==> src/rtl/ps2_key_event_fifo.sv <==
// ---------------------------------------------------------------------------
// ps2_key_event_fifo
//
// Purpose : Turns the raw PS/2 scancode byte stream into single key events.
//           E0 (extended), F0 (break) and E1 (Pause) prefixes are decoded into
//           an 11-bit event {ctrl, break, ext, code}. Events are buffered in a
//           FIFO, and the CPU reads them through a small slave port. The port
//           raises a level interrupt while events are pending.
//
// Optional feature macro: PS2KEY_PAUSE_FILTER_EN
//           Defined     : the 8-byte Pause sequence (E1 + 7 bytes) collapses
//                         into one event {0,0,1,E1}.
//           Not defined : E1 is an ordinary code.
//
// Ports
//   clk          in   system clock
//   reset        in   synchronous, active-high reset
//   byte_valid   in   one-cycle strobe; byte_data holds a new scancode byte
//   byte_data    in   [7:0] received scancode byte
//   s_cs_n       in   slave chip select, active low
//   s_address    in   0 = EVENT (read pops), 1 = STATUS / CTRL
//   s_read       in   read strobe
//   s_write      in   write strobe
//   s_writedata  in   [31:0] CTRL write data:
//                     [31] flush, [16] irq_en, [2] clear overflow
//   s_readdata   out  [31:0] read data
//                     EVENT  = {valid, 20'b0, event}
//                     STATUS = {irq_en@16, count@15:8, ovf@2, full@1, empty@0}
//   irq          out  registered level interrupt = irq_en & ~empty
// ---------------------------------------------------------------------------
module ps2_key_event_fifo #(
   parameter int DEPTH_LOG2 = 3
) (
   input  logic        clk,
   input  logic        reset,
   input  logic        byte_valid,
   input  logic [7:0]  byte_data,
   input  logic        s_cs_n,
   input  logic        s_address,
   input  logic        s_read,
   input  logic        s_write,
   input  logic [31:0] s_writedata,
   output logic [31:0] s_readdata,
   output logic        irq
);

   localparam int DEPTH = 1 << DEPTH_LOG2;
   localparam logic [DEPTH_LOG2-1:0] C_PTR_ONE = {{(DEPTH_LOG2-1){1'b0}}, 1'b1};
   localparam logic [DEPTH_LOG2:0]   C_CNT_ONE = {{DEPTH_LOG2{1'b0}}, 1'b1};
   localparam logic [DEPTH_LOG2:0]   C_FULL    = {1'b1, {DEPTH_LOG2{1'b0}}};

   typedef enum logic [2:0] {
      ST_IDLE     = 3'd0,
      ST_GOT_E0   = 3'd1,
      ST_GOT_F0   = 3'd2,
      ST_GOT_E0F0 = 3'd3,
      ST_SKIP_E1  = 3'd4
   } state_t;

   state_t                r_state;
   state_t                w_state_nxt;
   logic                  w_push;
   logic [10:0]           w_push_evt;
   logic                  w_is_ctrl;
   logic [10:0]           r_mem [DEPTH];
   logic [DEPTH_LOG2-1:0] r_wr_ptr;
   logic [DEPTH_LOG2-1:0] r_rd_ptr;
   logic [DEPTH_LOG2:0]   r_count;
   logic                  r_overflow;
   logic                  r_irq_en;
   logic                  r_irq;
   logic                  w_empty;
   logic                  w_full;
   logic                  w_pop;
   logic                  w_ctrl_wr;
   logic                  w_flush;
   logic                  w_push_ok;
   logic                  w_unused;
`ifdef PS2KEY_PAUSE_FILTER_EN
   logic [2:0]            r_skip_cnt;
   logic [2:0]            w_skip_nxt;
`endif

   assign w_empty   = (r_count == {(DEPTH_LOG2+1){1'b0}});
   assign w_full    = (r_count == C_FULL);
   assign w_pop     = ~s_cs_n & s_read & ~s_address & ~w_empty;
   assign w_ctrl_wr = ~s_cs_n & s_write & s_address;
   assign w_flush   = w_ctrl_wr & s_writedata[31];
   // A full FIFO still accepts a push when the same cycle frees a slot.
   assign w_push_ok = w_push & (~w_full | w_pop) & ~w_flush;
   assign w_unused  = ^{s_writedata[30:17], s_writedata[15:3], s_writedata[1:0]};
   assign irq       = r_irq;

   // Classify link-level control bytes (BAT, ACK, echo, resend, errors).
   always_comb begin
      case (byte_data)
         8'hAA, 8'hFA, 8'hEE, 8'hFE, 8'hFC, 8'h00, 8'hFF: w_is_ctrl = 1'b1;
         default:                                         w_is_ctrl = 1'b0;
      endcase
   end

   // Decoder next-state and event generation; acts only on byte_valid cycles.
   always_comb begin
      w_state_nxt = r_state;
      w_push      = 1'b0;
      w_push_evt  = 11'h000;
`ifdef PS2KEY_PAUSE_FILTER_EN
      w_skip_nxt  = r_skip_cnt;
`endif
      if (byte_valid) begin
`ifdef PS2KEY_PAUSE_FILTER_EN
         // Inside the Pause sequence everything, control bytes included, is swallowed.
         if (r_state == ST_SKIP_E1) begin
            if (r_skip_cnt == 3'd1) begin
               w_push      = 1'b1;
               w_push_evt  = {1'b0, 1'b0, 1'b1, 8'hE1};
               w_state_nxt = ST_IDLE;
               w_skip_nxt  = 3'd0;
            end else begin
               w_skip_nxt  = r_skip_cnt - 3'd1;
            end
         end else
`endif
         if (w_is_ctrl) begin
            w_push      = 1'b1;
            w_push_evt  = {1'b1, 1'b0, 1'b0, byte_data};
            w_state_nxt = ST_IDLE;
         end else if (byte_data == 8'hE0) begin
            // Redundant E0 after any prefix is absorbed.
            if (r_state == ST_IDLE) begin
               w_state_nxt = ST_GOT_E0;
            end else begin
               w_state_nxt = r_state;
            end
         end else if (byte_data == 8'hF0) begin
            case (r_state)
               ST_IDLE:   w_state_nxt = ST_GOT_F0;
               ST_GOT_E0: w_state_nxt = ST_GOT_E0F0;
               default:   w_state_nxt = r_state;
            endcase
`ifdef PS2KEY_PAUSE_FILTER_EN
         end else if ((byte_data == 8'hE1) && (r_state == ST_IDLE)) begin
            w_state_nxt = ST_SKIP_E1;
            w_skip_nxt  = 3'd7;
`endif
         end else begin
            w_push      = 1'b1;
            w_push_evt  = {1'b0,
                           (r_state == ST_GOT_F0) || (r_state == ST_GOT_E0F0),
                           (r_state == ST_GOT_E0) || (r_state == ST_GOT_E0F0),
                           byte_data};
            w_state_nxt = ST_IDLE;
         end
      end else begin
         w_state_nxt = r_state;
      end
   end

   // Decoder state register; a flush abandons any partial prefix.
   always_ff @(posedge clk) begin
      if (reset || w_flush) begin
         r_state <= ST_IDLE;
      end else begin
         r_state <= w_state_nxt;
      end
   end

`ifdef PS2KEY_PAUSE_FILTER_EN
   // Pause-sequence byte counter.
   always_ff @(posedge clk) begin
      if (reset || w_flush) begin
         r_skip_cnt <= 3'd0;
      end else begin
         r_skip_cnt <= w_skip_nxt;
      end
   end
`endif

   // Event storage; contents need no reset because count gates visibility.
   always_ff @(posedge clk) begin
      if (w_push_ok) begin
         r_mem[r_wr_ptr] <= w_push_evt;
      end
   end

   // FIFO pointers and occupancy; flush has priority over push and pop.
   always_ff @(posedge clk) begin
      if (reset || w_flush) begin
         r_wr_ptr <= {DEPTH_LOG2{1'b0}};
         r_rd_ptr <= {DEPTH_LOG2{1'b0}};
         r_count  <= {(DEPTH_LOG2+1){1'b0}};
      end else begin
         if (w_push_ok) r_wr_ptr <= r_wr_ptr + C_PTR_ONE;
         if (w_pop)     r_rd_ptr <= r_rd_ptr + C_PTR_ONE;
         case ({w_push_ok, w_pop})
            2'b10:   r_count <= r_count + C_CNT_ONE;
            2'b01:   r_count <= r_count - C_CNT_ONE;
            default: r_count <= r_count;
         endcase
      end
   end

   // Sticky overflow, interrupt enable and registered interrupt.
   always_ff @(posedge clk) begin
      if (reset) begin
         r_overflow <= 1'b0;
         r_irq_en   <= 1'b0;
         r_irq      <= 1'b0;
      end else begin
         // A new drop outranks a clear in the same cycle so it is never lost.
         if (w_push && w_full && !w_pop && !w_flush) begin
            r_overflow <= 1'b1;
         end else if (w_ctrl_wr && s_writedata[2]) begin
            r_overflow <= 1'b0;
         end
         if (w_ctrl_wr) begin
            r_irq_en <= s_writedata[16];
         end
         r_irq <= r_irq_en & ~w_empty;
      end
   end

   // Read-data mux over registered state.
   always_comb begin
      s_readdata = 32'h0000_0000;
      if (s_address == 1'b0) begin
         if (!w_empty) begin
            s_readdata = {1'b1, 20'h0_0000, r_mem[r_rd_ptr]};
         end else begin
            s_readdata = 32'h0000_0000;
         end
      end else begin
         s_readdata[0]                 = w_empty;
         s_readdata[1]                 = w_full;
         s_readdata[2]                 = r_overflow;
         s_readdata[8 +: DEPTH_LOG2+1] = r_count;
         s_readdata[16]                = r_irq_en;
      end
   end

endmodule

==> config.mk <==
export PLATFORM = sky130hd
export DESIGN_NAME = ps2_key_event_fifo
export DESIGN_NICKNAME = d
export VERILOG_FILES = /design/src/rtl/ps2_key_event_fifo.sv
export SDC_FILE = /design/constraint.sdc
export NUM_CORES = 1
export LEC_CHECK = 0
export BUFFER_PORTS_ARGS = -buffer_cell sky130_fd_sc_hd__buf_2
export CAP_MARGIN = 10
export CORE_MARGIN = 3
export CORE_UTILIZATION = 29
export CTS_BUF_LIST = sky130_fd_sc_hd__clkbuf_16
export DETAILED_ROUTE_END_ITERATION = 10
export PLACE_DENSITY_LB_ADDON = 0.2
export SETUP_SLACK_MARGIN = 0.05
export SYNTH_ARGS = -nofsm -noshare
export SYNTH_HDL_FRONTEND = slang
export SYNTH_SLANG_ARGS = --single-unit
==> constraint.sdc <==
create_clock -name clk -period 5 [get_ports clk]
set_input_delay 1.5 -clock clk [delete_from_list [all_inputs] [get_ports clk]]
set_output_delay 1.5 -clock clk [all_outputs]
set_load 0.05 [all_outputs]
==> metrics, run 1 <==
outcome completed; CTS tree yes; vias in the first global route 2,570; post-synthesis mux area share 13.1%; critical-path cell list buf_2 -> or2_1 -> nor2_1 -> a221o_1 -> buf_2; site row count 45; CP required 3500 ps; WHS 497 ps; drt first-iter violations 202; ranking of synthesized cells by area edfxtp_1 57%, mux4_2 11%, dfxtp_1 7.8%; Seq/Total Area, Yosys 65.0%; Worst-Margin Slew 818 ps; fin. max-slew vios 0; max frequency 0.225 GHz; Pleak 1.84 nW; Via Count 2,563; Antenna Cells 0; Power Dens Cells 364 nW/um^2; Clock Path Buffers 2; Yosys top cell by area edfxtp_1; WS Path Type input pin to primary output; start of the worst register-to-register path r_count[1]; routed len/inst 18.3 um; starting density of the core 30.1%; layout cell share with drive strength beyond 1 27.4%; Clock Pin Slew Worst Setup and Hold Paths 70 ps; commonest cells after routing, fill and taps aside 88 x edfxtp_1, 32 x buf_2, 22 x mux4_2, 18 x dfxtp_1, 18 x conb_1; htree depth 3; post-synth top area share 57.2%; GR Util All Layers 11.7%; setup slack at placement 520 ps; Yosys reg bits 106; fin crit period 4440 ps; Hold Fails Final Rpt 0; VDD IR max 147 uV; startpoint types input pin; antenna violations before repair 0; number of instances resized during post-cts repair 0; die width 132 um; Die ar. 17,500 um^2; first-pass GRT wire length 15,300 um; gr ovfl total 0; RSZ-0062 raised after global routing no; non-filler instance count after layout 551; NumNets Final 387; Post-Place Cells 535; core area 15,400 um^2; final worst slack 564 ps; total routed wirelength 10,100 um; placed inst area 5040 um^2; xor/xnor share of the synthesized area 0.948%; Synth Flop Type edfxtp_1; post-synthesis adder-cell area fraction 1.57%; commonest non-fill, non-tap cell in the layout edfxtp_1; CTS buffer count 9; Synth Area in Simple Gates 11.0%; crit-path max FO 9; Chip Height 132 um; largest family of logic cells by synthesized area multiplexers; Worst Clk Skew 6.16 ps; final core occ 34.8%; gpl congestion 0.724; slew margin rel. 45.4%; Hold Path Class flop to flop; Pwr Total 1.95 mW; DRC 0; min-delay src r_irq_en; Vias/cell 4.65; Mapped Cells 293; Clock Tree Root clkbuf_16; post-CTS setup buffer count 0; Layout Cell Area excl Fill 5340 um^2; Area Growth Syn to Fin 15.7%; Tcrit/Tclk final 88.7%; synthesized area per cell 15.8 um^2; Routed Antenna Nets 0; TritonRoute pass-1 iters 4; Critical Path AT 2940 ps; critical path's slowest cell or2_1; maxcap violations 0; Setup crit end kind primary output; setup_tns 0 ps; Syn. warnings 0; # setup viols final 0; clk_lat worst skew 340 ps; Cell variety after synth 47; post-DP HPWL 6550 um; Post-Syn Area 4620 um^2; cell mode on critical path buf_2; Synth Area in Compound Gates 3.58%; largest net degree at the start of global routing 19; crit path from s_address; slowest stage delay, CP 420 ps; hold buffers post-CTS 0; Post-synth EDFFs 88; IO Port Bufs 32; fraction of registers with async set or reset after synthesis 0%; IO Pins 80; clk sinks 106
worst max-delay path, delay by kind of cell:
kind	cells	cell delay, ps
simple gates	2	810
compound gates	1	250
buf+inv	2	370
flip-flops by register name, indices dropped and copies added (netlist names), named ones only:
name,count
irq,1
r_count,4
r_irq_en,1
r_mem,88
r_overflow,1
r_rd_ptr,3
r_state,2
r_wr_ptr,3
path summary, 6_finish.rpt:
kind         slack [ps]  cells after the start       endpoint
max                 560                      5  s_readdata[9]
min                 500                      1            irq
max reg2reg        2250                     10     r_count[2]
min reg2reg         500                      1            irq
synthesized netlist by cell type, types with 4 or more instances:
| library cell | number |
|---|---|
| edfxtp_1 | 88 |
| mux4_2 | 22 |
| buf_4 | 21 |
| dfxtp_1 | 18 |
| nor2_1 | 17 |
| and2_1 | 13 |
| mux2i_1 | 11 |
| nor3_1 | 9 |
| clkbuf_1 | 8 |
| nand2_1 | 8 |
| a21oi_1 | 7 |
| and3_1 | 5 |
| ha_1 | 5 |
| a221o_1 | 4 |
| nor3b_1 | 4 |
final cells by class:
type / instances / area (um^2)
fill: 1485 / 10000
inverter: 2 / 7.51
multi-input combinational: 171 / 1510
sequential: 106 / 3000
timing repair buffer: 45 / 258
clock buffer: 9 / 225
clock inverter: 7 / 78.8
tap: 211 / 264
routing by layer:
layer / up-vias / track usage, % / share of wire [%]
met5: - / 0 / 0
met4: 0 / 3.98 / 1.3
met3: 8 / 2.29 / 4.8
met2: 63 / 19.9 / 50
met1: 1290 / 14.9 / 44
li1: 1202 / - / -
cell families after synthesis:
group                      after synthesis
AOI/OAI and AO/OA                       23
adders and majority gates                6
xor gates and xnor gates                 5
buffers and inverters                   33
and+or+nand+nor                         86
DFF                                    106
muxes                                   33
other                                    1
where the power goes:
part | total, mW | switching, mW | internal [mW] | leakage [nW]
clock | 0.711 | 0.319 | 0.393 | 0.145
combinational | 0.236 | 0.167 | 0.0689 | 0.735
sequential | 0.999 | 0.0204 | 0.979 | 0.962
No activity file was read; power rests on OpenSTA's default activity.
==> run 2, diff against run 1 <==
--- a/config.mk
+++ b/config.mk
@@ -11,6 +11,7 @@
 export CORE_UTILIZATION = 29
 export CTS_BUF_LIST = sky130_fd_sc_hd__clkbuf_16
 export DETAILED_ROUTE_END_ITERATION = 10
+export MAX_ROUTING_LAYER = met4
 export PLACE_DENSITY_LB_ADDON = 0.2
 export SETUP_SLACK_MARGIN = 0.05
 export SYNTH_ARGS = -nofsm -noshare
==> metrics, run 2 (same netlist as run 1, synthesis figures left out) <==
Worst Clk Skew 5.44 ps; min-delay src r_irq_en; core area 15,400 um^2; critical path's slowest cell or2_1; fin. max-slew vios 0; Min-Delay Path Depth 1; NumNets Final 387; IO Port Bufs 32; Setup crit end kind primary output; Area Growth Syn to Fin 15.7%; htree depth 3; antenna violations before repair 0; WHS Endpoint irq; Hold Path Class flop to flop; Routed Antenna Nets 0; gpl congestion 0.733; post-CTS setup buffer count 0; Biggest register r_mem; critical-path cell list buf_2 -> or2_1 -> nor2_1 -> a221o_1 -> buf_2; CP required 3500 ps; # setup viols final 0; commonest non-fill, non-tap cell in the layout edfxtp_1; Psw 0.507 mW; largest net degree at the start of global routing 19; fin crit period 4460 ps; Worst-Margin Slew 809 ps; site row count 45; number of instances resized during post-cts repair 0; part of the power in registers 51.3%; Die ar. 17,500 um^2; CTS buffer count 9; Comb power frac 12.1%; die width 132 um; Critical Path AT 2960 ps; routed len/inst 18.3 um; outcome completed; total routed wirelength 10,100 um; setup_tns 0 ps; top sig layer met4; flop2flop setup slack 2240 ps; start of the worst register-to-register path r_count[1]; Via Count 2,577; WL met3 426 um; TritonRoute pass-1 iters 4; Largest register FFs 88; GR Util All Layers 12.0%; RSZ-0062 raised after global routing no; clk_lat worst skew 340 ps; crit-path max FO 9; clk sinks 106; IO Pins 80; Internal 1.44 mW; Clock Tree Root clkbuf_16; starting density of the core 30.1%; Clock Path Buffers 2; maxcap violations 0; first-pass GRT wire length 15,300 um; reg2reg end r_count[2]; reg2reg path depth 10; DRC 0; WS Path Type input pin to primary output; Pleak 1.84 nW; layout cell share with drive strength beyond 1 27.4%; vias in the first global route 2,565; Chip Height 132 um; Vias/cell 4.68; startpoint types input pin; crit path from s_address; hold buffers post-CTS 0; max frequency 0.224 GHz; drt first-iter violations 222; gr ovfl total 0; Clock Pin Slew Worst Setup and Hold Paths 70 ps; cell mode on critical path buf_2; non-filler instance count after layout 551; commonest cells after routing, fill and taps aside 88 x edfxtp_1, 32 x buf_2, 22 x mux4_2, 18 x dfxtp_1, 18 x conb_1; VDD IR max 147 uV; clock group share of total power 36.6%; Hold Fails Final Rpt 0; post-DP HPWL 6550 um; Post-Place Cells 535; Sw Share 26.0%; Tcrit/Tclk final 89.3%; Antenna Cells 0; slowest stage delay, CP 420 ps; DRT met1 WL 4440 um; Regs by FF count r_mem: 88 flops, r_count: 4 flops; WL met2 5090 um; CTS tree yes; slew margin rel. 46.0%; Power Dens Cells 364 nW/um^2
-- run 2: worst max path at each step --
stage | end | slack (ps)
detailed placement | s_readdata[9] | 520
finish | s_readdata[9] | 540
floorplan | s_readdata[1] | 440
global route | s_readdata[9] | 440
CTS | s_readdata[9] | 520
global placement | s_readdata[9] | 510
-- run 2: metal layers --
metal / vias to the layer above / GRT usage, %
met1: 1307 / 15.2
met2: 60 / 19.8
li1: 1201 / -
met3: 9 / 2.14
met5: - / -
met4: 0 / 3.98
-- run 2: per-stage QoR --
| stage | hold slack [ps] | worst slack, ps | cell area [um^2] | total power [mW] | util (%) |
|---|---|---|---|---|---|
| after floorplan | 454 | 437 | 4690 | 1.20 | - |
| after global placement | 482 | 505 | 5040 | 1.25 | 32.8 |
| after detailed placement | 489 | 520 | 5040 | 1.26 | 32.8 |
| after CTS | 502 | 517 | 5340 | 1.97 | 34.8 |
| after global routing | 524 | 443 | 5340 | 2.02 | 34.8 |
| final | 496 | 536 | 5340 | 1.95 | 34.8 |
-- run 2: power groups by stage --
stage               sequential, mW  clock [mW]  combinational [mW]
floorplan                     1.01           0               0.194
global placement              1.02           0               0.237
detailed placement            1.02           0               0.239
CTS                           1.00       0.728               0.239
global route                  1.00       0.768               0.253
finish                       0.999       0.713               0.236
-- run 2: critical path, delay by kind of cell --
kind | cells | cell delay, ps
and+or+nand+nor | 2 | 830
AOI/OAI and AO/OA | 1 | 250
buffers and inverters | 2 | 370
-- run 2: layout make-up --
type | instances | area (um^2)
Inverter | 2 | 7.51
Sequential cell | 106 | 3000
Multi-Input combinational cell | 171 | 1510
Clock inverter | 7 | 78.8
Clock buffer | 9 | 225
Fill cell | 1485 | 10000
Tap cell | 211 | 264
Timing Repair Buffer | 45 | 258
==> run 3, diff against run 2 <==
--- a/config.mk
+++ b/config.mk
@@ -5,10 +5,10 @@
 export SDC_FILE = /design/constraint.sdc
 export NUM_CORES = 1
 export LEC_CHECK = 0
-export BUFFER_PORTS_ARGS = -buffer_cell sky130_fd_sc_hd__buf_2
+export BUFFER_PORTS_ARGS = -buffer_cell sky130_fd_sc_hd__buf_4
 export CAP_MARGIN = 10
 export CORE_MARGIN = 3
-export CORE_UTILIZATION = 29
+export CORE_UTILIZATION = 55
 export CTS_BUF_LIST = sky130_fd_sc_hd__clkbuf_16
 export DETAILED_ROUTE_END_ITERATION = 10
 export MAX_ROUTING_LAYER = met4
==> metrics, run 3 (same netlist as run 1, synthesis figures left out) <==
outcome completed; die width 97.6 um; clock group share of total power 35.3%; Largest register FFs 88; crit-path max FO 18; post-DP HPWL 5790 um; Area Growth Syn to Fin 13.8%; maxcap violations 0; starting density of the core 58.3%; reg2reg end r_count[2]; commonest non-fill, non-tap cell in the layout edfxtp_1; startpoint types input pin; # setup viols final 0; hold buffers post-CTS 0; Fill cells 563; IO Port Bufs 32; min-delay src r_state[0]; Tcrit/Tclk final 87.5%; Die ar. 9530 um^2; site row count 32; Sw Share 26.2%; htree depth 3; fin. max-slew vios 0; clk sinks 106; crit path from s_address; reg2reg path depth 10; fin crit period 4370 ps; GR Util All Layers 20.3%; Clock Path Buffers 2; part of the power in registers 52.4%; CTS buffer count 9; Antenna Cells 0; layout cell share with drive strength beyond 1 26.5%; Chip Height 97.6 um; WS Path Type input pin to primary output; gr ovfl total 0; Power Dens Cells 363 nW/um^2; area of the multi-input gates 1500 um^2; Comb power frac 12.3%; number of instances resized during post-cts repair 0; NumNets Final 386; drt first-iter violations 203; core area 7930 um^2; Via Count 2,564; Routed Antenna Nets 0; max frequency 0.229 GHz; Clock Tree Root clkbuf_16; clk_lat worst skew 340 ps; Pleak 1.85 nW; IO Pins 80; flop2flop setup slack 2240 ps; commonest cells after routing, fill and taps aside 88 x edfxtp_1, 44 x buf_4, 22 x mux4_2, 18 x dfxtp_1, 18 x conb_1; Worst Clk Skew 7.94 ps; Critical Path AT 2870 ps; gpl congestion 0.820; Min-Delay Path Depth 2; slew margin rel. 37.2%; Psw 0.500 mW; total routed wirelength 8840 um; start of the worst register-to-register path r_count[1]; flip-flop and latch area 3000 um^2; CP required 3500 ps; VDD IR max 229 uV; post-CTS setup buffer count 0; antenna violations before repair 0; Hold Path Class flop to flop; largest net degree at the start of global routing 21; WHS Endpoint r_state[0]; Worst-Margin Slew 941 ps; Clock Pin Slew Worst Setup and Hold Paths 70 ps; Vias/cell 5.81; Hold Fails Final Rpt 0; DRC 0; Setup crit end kind primary output; setup_tns 0 ps; Regs by FF count r_mem: 88 flops, r_count: 4 flops; first-pass GRT wire length 13,900 um; final core occ 66.3%; Biggest register r_mem; CTS tree yes; Internal 1.41 mW; TritonRoute pass-1 iters 4; vias in the first global route 2,459; routed len/inst 20.0 um; RSZ-0062 raised after global routing no
## run 3: cell count changes in the layout (fill, tap and decap cells not counted)
cell / previous run / this run
buf_2: 32 / 0
buf_4: 13 / 44
bufinv_16: 1 / 0
clkinv_4: 3 / 0
clkinv_8: 0 / 1
clkinvlp_4: 1 / 0
inv_6: 0 / 4
nor3_1: 6 / 8
nor3_2: 3 / 1
## run 3: per-stage QoR
step	cell area [um^2]	setup WS (ps)	hold WS, ps	power, mW	cells
6_report	5260	626	507	1.91	441
5_1_grt	5260	505	529	1.98	441
4_1_cts	5260	592	507	1.93	441
3_5_place_dp	4970	581	481	1.26	425
3_3_place_gp	4970	584	480	1.25	425
2_1_floorplan	4690	437	454	1.20	310
## run 3: worst max path at each step
stage | end | slack [ps] | cells past startpoint
detailed placement | s_readdata[10] | 580 | 6
global route | s_readdata[10] | 510 | 6
finish | s_readdata[10] | 630 | 6
global placement | s_readdata[10] | 580 | 6
floorplan | s_readdata[1] | 440 | 4
CTS | s_readdata[10] | 590 | 6
## run 3: final cells by class
type / instances / share of cell area (%)
Tap cell: 102 / 2.43
Clock buffer: 9 / 4.28
Timing Repair Buffer: 44 / 6.28
Sequential cell: 106 / 57.1
Multi-Input combinational cell: 171 / 28.5
Inverter: 2 / 0.143
Clock inverter: 7 / 1.26
## run 3: layer usage
layer,track usage [%],vias up,routed length [um]
met5,-,-,0
met4,6.28,0,47
li1,-,1195,-
met1,26.9,1271,3710
met2,31.4,94,4460
met3,5.03,4,622
## run 3: power groups by stage
stage	clock, mW	sequential (mW)	combinational (mW)
floorplan	0	1.01	0.194
global placement	0	1.02	0.234
detailed placement	0	1.02	0.236
CTS	0.690	1.00	0.237
global route	0.726	1.00	0.252
finish	0.673	1.00	0.235
## run 3: critical path: stages
cell and delay (ps):
buf_4 180, or2_1 420, inv_2 110, and3_1 200, a221o_1 270, buf_4 190
